<file path="config.mk">
export PLATFORM = sky130hd
export DESIGN_NAME = serial_subtractor_flat
export DESIGN_NICKNAME = d
export VERILOG_FILES = /design/src/rtl/serial_subtractor_if.sv /design/src/rtl/serial_subtractor.sv /design/src/flat_wrapper.sv
export SDC_FILE = /design/constraint.sdc
export NUM_CORES = 1
export LEC_CHECK = 0
export BUFFER_PORTS_ARGS = -buffer_cell sky130_fd_sc_hd__buf_2
export CORE_ASPECT_RATIO = 0.9
export CORE_MARGIN = 2
export CORE_UTILIZATION = 40
export DETAILED_ROUTE_END_ITERATION = 7
export GPL_TIMING_DRIVEN = 0
export PLACE_DENSITY = 0.58
export REMOVE_ABC_BUFFERS = 1
export SETUP_SLACK_MARGIN = 0.15
export SYNTH_ARGS = -nofsm -noshare
export SYNTH_HDL_FRONTEND = slang
export SYNTH_SLANG_ARGS = --single-unit
</file>
<file path="constraint.sdc">
create_clock -name clk -period 2.53 [get_ports clk]
set_input_delay 0.1265 -clock clk [delete_from_list [all_inputs] [get_ports clk]]
set_output_delay 0.1265 -clock clk [all_outputs]
set_load 0.05 [all_outputs]
</file>
<file path="src/rtl/serial_subtractor_if.sv">
// Operand/result handshake bundle for the bit-serial subtractor.
// The master drives operands and result acceptance; the slave is the subtractor.
interface serial_subtractor_if #(
  parameter int WIDTH = 8
);
  logic             in_valid;
  logic             in_ready;
  logic [WIDTH-1:0] a;
  logic [WIDTH-1:0] b;
  logic             bin;
  logic             out_valid;
  logic             out_ready;
  logic [WIDTH-1:0] diff;
  logic             borrow_out;

  modport master (
    output in_valid, a, b, bin, out_ready,
    input  in_ready, out_valid, diff, borrow_out
  );

  modport slave (
    input  in_valid, a, b, bin, out_ready,
    output in_ready, out_valid, diff, borrow_out
  );
endinterface

</file>
<file path="src/rtl/serial_subtractor.sv">
// Bit-serial WIDTH-bit subtractor: diff = a - b - bin, one full-subtractor step
// per clock, LSB first, with the borrow held in a flip-flop between bits.
module serial_subtractor #(
  parameter int WIDTH = 8
) (
  input  logic                clk,
  input  logic                rst,
  serial_subtractor_if.slave  bus
);
  localparam int CW = (WIDTH > 1) ? $clog2(WIDTH) : 1;

  typedef enum logic [1:0] {IDLE, SHIFT, DONE} state_t;

  state_t           state;
  logic [WIDTH-1:0] sa;
  logic [WIDTH-1:0] sb;
  logic             br;
  logic [CW-1:0]    cnt;

  logic             d;
  logic             br_next;
  logic [WIDTH-1:0] sa_next;

  // sa doubles as the result shift register: each consumed minuend bit frees
  // the top slot for a difference bit, so after WIDTH steps sa holds the result.
  always_comb begin
    d       = sa[0] ^ sb[0] ^ br;
    br_next = (~sa[0] & sb[0]) | (~(sa[0] ^ sb[0]) & br);
    sa_next = (sa >> 1) | (WIDTH'(d) << (WIDTH - 1));
  end

  // NOTE: every register here is updated with <= so all of them see the
  // pre-edge values of sa/sb/br, exactly like parallel flip-flops.
  always_ff @(posedge clk) begin
    if (rst) begin
      state          <= IDLE;
      sa             <= '0;
      sb             <= '0;
      br             <= 1'b0;
      cnt            <= '0;
      bus.in_ready   <= 1'b1;
      bus.out_valid  <= 1'b0;
      bus.diff       <= '0;
      bus.borrow_out <= 1'b0;
    end else begin
      case (state)
        IDLE: begin
          if (bus.in_valid) begin
            sa           <= bus.a;
            sb           <= bus.b;
            br           <= bus.bin;
            cnt          <= '0;
            bus.in_ready <= 1'b0;
            state        <= SHIFT;
          end
        end
        SHIFT: begin
          sa  <= sa_next;
          sb  <= sb >> 1;
          br  <= br_next;
          cnt <= cnt + CW'(1);
          if (cnt == CW'(WIDTH - 1)) begin
            bus.out_valid  <= 1'b1;
            bus.diff       <= sa_next;
            bus.borrow_out <= br_next;
            state          <= DONE;
          end
        end
        DONE: begin
          // diff/borrow_out are left untouched so they persist after the handoff.
          if (bus.out_ready) begin
            bus.out_valid <= 1'b0;
            bus.in_ready  <= 1'b1;
            state         <= IDLE;
          end
        end
        default: state <= IDLE;
      endcase
    end
  end
endmodule

</file>
<file path="src/flat_wrapper.sv">
// flat-port wrapper written by rule: the top's interface ports become plain ports
module serial_subtractor_flat 
#(
  parameter int WIDTH = 8
)
  (clk, rst, bus_in_valid, bus_a, bus_b, bus_bin, bus_out_ready, bus_in_ready, bus_out_valid, bus_diff, bus_borrow_out);
  serial_subtractor_if #(.WIDTH(WIDTH)) bus_i ();
  input  logic clk;
  input  logic rst;
  input wire logic [$bits(bus_i.in_valid)-1:0] bus_in_valid;
  input wire logic [$bits(bus_i.a)-1:0] bus_a;
  input wire logic [$bits(bus_i.b)-1:0] bus_b;
  input wire logic [$bits(bus_i.bin)-1:0] bus_bin;
  input wire logic [$bits(bus_i.out_ready)-1:0] bus_out_ready;
  output wire logic [$bits(bus_i.in_ready)-1:0] bus_in_ready;
  output wire logic [$bits(bus_i.out_valid)-1:0] bus_out_valid;
  output wire logic [$bits(bus_i.diff)-1:0] bus_diff;
  output wire logic [$bits(bus_i.borrow_out)-1:0] bus_borrow_out;
  assign bus_i.in_valid = bus_in_valid;
  assign bus_i.a = bus_a;
  assign bus_i.b = bus_b;
  assign bus_i.bin = bus_bin;
  assign bus_i.out_ready = bus_out_ready;
  assign bus_in_ready = bus_i.in_ready;
  assign bus_out_valid = bus_i.out_valid;
  assign bus_diff = bus_i.diff;
  assign bus_borrow_out = bus_i.borrow_out;
  serial_subtractor #(.WIDTH(WIDTH)) u_core (.clk(clk), .rst(rst), .bus(bus_i));
endmodule
</file>
==> results.md <==
* Status: completed
* H-tree levels at 2
* Vias at 1,173
* NetSw at 0.2756 mW
* Initial core utilization at 0.4134
* Reg clk slew, reported paths at 60 ps
* Most frequent cell after synthesis: dfxtp_1
* CTS tree: built
* CP max stage delay at 800 ps
* Hold Path Class: in2reg
* Unrepaired setup endpoints after global routing: false
* Main area contributors after synthesis: dfxtp_1, mux2i_1, a211oi_2, nor2_1, a21oi_1
* Setup WS pre-CTS at 46.36 ps
* Initial DRC count at 32
* First-pass GRT wire length at 5043 um
* Max FO, Critical Path at 22
* Layout cell share with drive strength beyond 1 at 0.2941
* Antenna Cells at 0
* WS Path Type: reg2reg
* Reg2reg setup slack at 650 ps
* Clock sinks at 33
* Final min period at 1878 ps
* Post-synth EDFFs at 0
* WP data required at 2740 ps
* CP endpoint: u_core.bus.diff[0]$_SDFFE_PP0P_
* IO Pins at 32
* Least-Margin Pin Slew at 914.3 ps
* Final Net Count at 210
* Hpwl dp at 1949 um
* Clock Tree Root: clkbuf_8
* Hold_buf cts at 0
* Cell count after synthesis at 160
* FFs w/ async S/R, synth at 0
* Total internal power at 0.8046 mW
* Final Hold Fails at 0
* Clock Latency Late Sink at 280 ps
* Port buffer count at 31
* Sw frac at 0.2551
* R2r worst-path depth at 3
* Clk buf depth at 2
* Post-CTS setup repair buffer count at 0
* Post-synthesis sequential area ratio at 0.4314
* Initial antenna violation count at 0
* Core area at 3705 sq um
* WL final at 2932 um
* Remaining DRCs at 0
* Startpoint types: flip-flop
* Synth Register Bits at 33
* Grt ovf at 0
* MaxCap Viol Count at 0
* Final WS setup at 651.9 ps
* Worst Setup SP: u_core.state[0]$_SDFFE_PP0P_
* Netlist Area Pre-Place at 1531 sq um
* Vias per cell at 5.034
* Final setup fails at 0
* GRT Total Usage at 0.1474
* Cts bufs inserted at 5
* Netlist cell types at 29
* Synth Warn # at 0
* IR Drop Worst-Case VDD at 0.0002201 V
* Vias in the first global route at 1,131
* CP arrival at 2080 ps
* Synthesized area per cell at 9.572 sq um
* Slew headroom at 0.3892
* Worst r2r dst: u_core.bus.diff[0]$_SDFFE_PP0P_
* Routed WL per cell at 12.58 um
* Row cnt at 21
* Top_reg_cell synth: dfxtp_1
* Cell Chain, Critical Path: nor2b_1, nand3_1, a21oi_1
* Power density cells at 629.2 nW/um^2
* Sequential share of power at 0.534
* Slew Viols, Final at 0
* Setup TNS at 0 ps
* Worst Clk Skew at 3.710 ps
* Comb power frac at 0.124
* Clk pwr share at 0.341
* CP max-delay cell: nor2b_1
* First drt pass iteration count at 4
* Die area at 4340 sq um
* Chip width at 69.23 um
* P_leak at 0.7118 nW
* Max Clock Freq at 0.5325 GHz
* Synth cell count leaders: dfxtp_1, nor2_1, a21oi_1
* Die height at 62.70 um
* Worst Setup End Kind: flip-flop
* Area Overhead vs Synth at 12.09%
* Reg2Reg Launch Point: u_core.state[0]$_SDFFE_PP0P_
* Post-synth top area cell: dfxtp_1
* Share of the synthesized area in the top cell type at 0.4314
* RD Place Congestion at 0.7566
* Largest net degree at the start of global routing at 34
* Routed Antenna Nets at 0
* Final period util at 0.7423
[sequential cells by signal, indices dropped and copies added, names as in the netlist, 2 cells and up]
register / cells
u_core.cnt: 3
u_core.sa: 8
u_core.bus.diff: 8
u_core.state: 2
u_core.sb: 8
[stage by stage]
step           area (sq um)  power [mW]  cells  hold slack, ps    util
5_1_grt                1717       1.139    233           145.2  0.4634
3_3_place_gp           1635      0.7201    225           412.3  0.4414
4_1_cts                1715       1.095    233           120.3  0.4630
3_5_place_dp           1635      0.7252    225           416.8  0.4414
2_1_floorplan          1423      0.6762    148           191.1       -
6_report               1717       1.080    233           129.8  0.4634
[cells by family (layout without fill, tap and decap cells)]
logic type               after synthesis  count (layout)  share of synthesized area
AND/OR/NAND/NOR                       58              58                     0.1969
AO/OA/AOI/OAI                         35              35                     0.1716
flip-flops                            33              33                     0.4314
buffers and inverters                 18              45                    0.08578
multiplexers                          13              13                    0.08496
adder cells (fa/ha/maj)                3               3                    0.02941
[power groups by stage]
stage / logic (mW) / registers (mW) / clock network (mW)
global placement: 0.133 / 0.587 / 0
detailed placement: 0.137 / 0.588 / 0
finish: 0.134 / 0.577 / 0.369
CTS: 0.137 / 0.577 / 0.381
floorplan: 0.0889 / 0.587 / 0
global route: 0.150 / 0.581 / 0.408
[routing by layer]
metal / wire length (um) / GRT usage / part of all wire
met5: 0 / 0 / 0
met2: 1390 / 0.2308 / 0.47
met1: 1385 / 0.1837 / 0.47
met3: 137 / 0.06452 / 0.047
met4: 18 / 0.04412 / 0.0061
[layout make-up]
type,count,area (sq um)
repair buffers,31,155.1
flip-flops and latches,33,661.9
well taps,46,57.56
inverters,6,22.52
fillers,381,1988
multi-input cells,109,739.5
clock buffers,8,80.08
[placed cells by master (no fill, tap or decap), types with 3 or more instances in the layout]
cell type,instances
mux2i_1,13
nand2_1,9
dfxtp_1,32
nor2_1,24
inv_1,6
nand3_1,10
nor2_2,4
a211oi_2,8
a211oi_1,5
o21ai_0,3
clkbuf_8,5
nor4_2,4
buf_2,31
clkbuf_1,3
a21oi_1,14
[how the worst min path moves through the flow]
stage	start	end	slack, ps	cells after the start
2_1_floorplan	rst	u_core.br$_SDFFE_PP0P_	190	1
3_3_place_gp	bus_out_ready	u_core.bus.in_ready$_SDFFE_PP1P_	410	3
3_5_place_dp	bus_b[7]	u_core.sb[7]$_SDFFE_PP0P_	420	3
4_1_cts	bus_b[7]	u_core.sb[7]$_SDFFE_PP0P_	120	3
5_1_grt	bus_out_ready	u_core.bus.in_ready$_SDFFE_PP1P_	150	3
6_report	bus_b[7]	u_core.sb[7]$_SDFFE_PP0P_	130	3
[worst max-delay path, delay by kind of cell, from the launching register on]
kind / cells / cell delay, ps
and+or+nand+nor: 2 / 970
AOI/OAI and AO/OA: 1 / 150
DFF: 1 / 680
[repair_timing]
| item | in CTS | in global routing |
|---|---|---|
| resized for setup | 1 | 1 |
| gates cloned | 0 | 0 |
| endpoints found under the setup margin | 16 | 2 |
No activity file was read; power rests on OpenSTA's default activity.
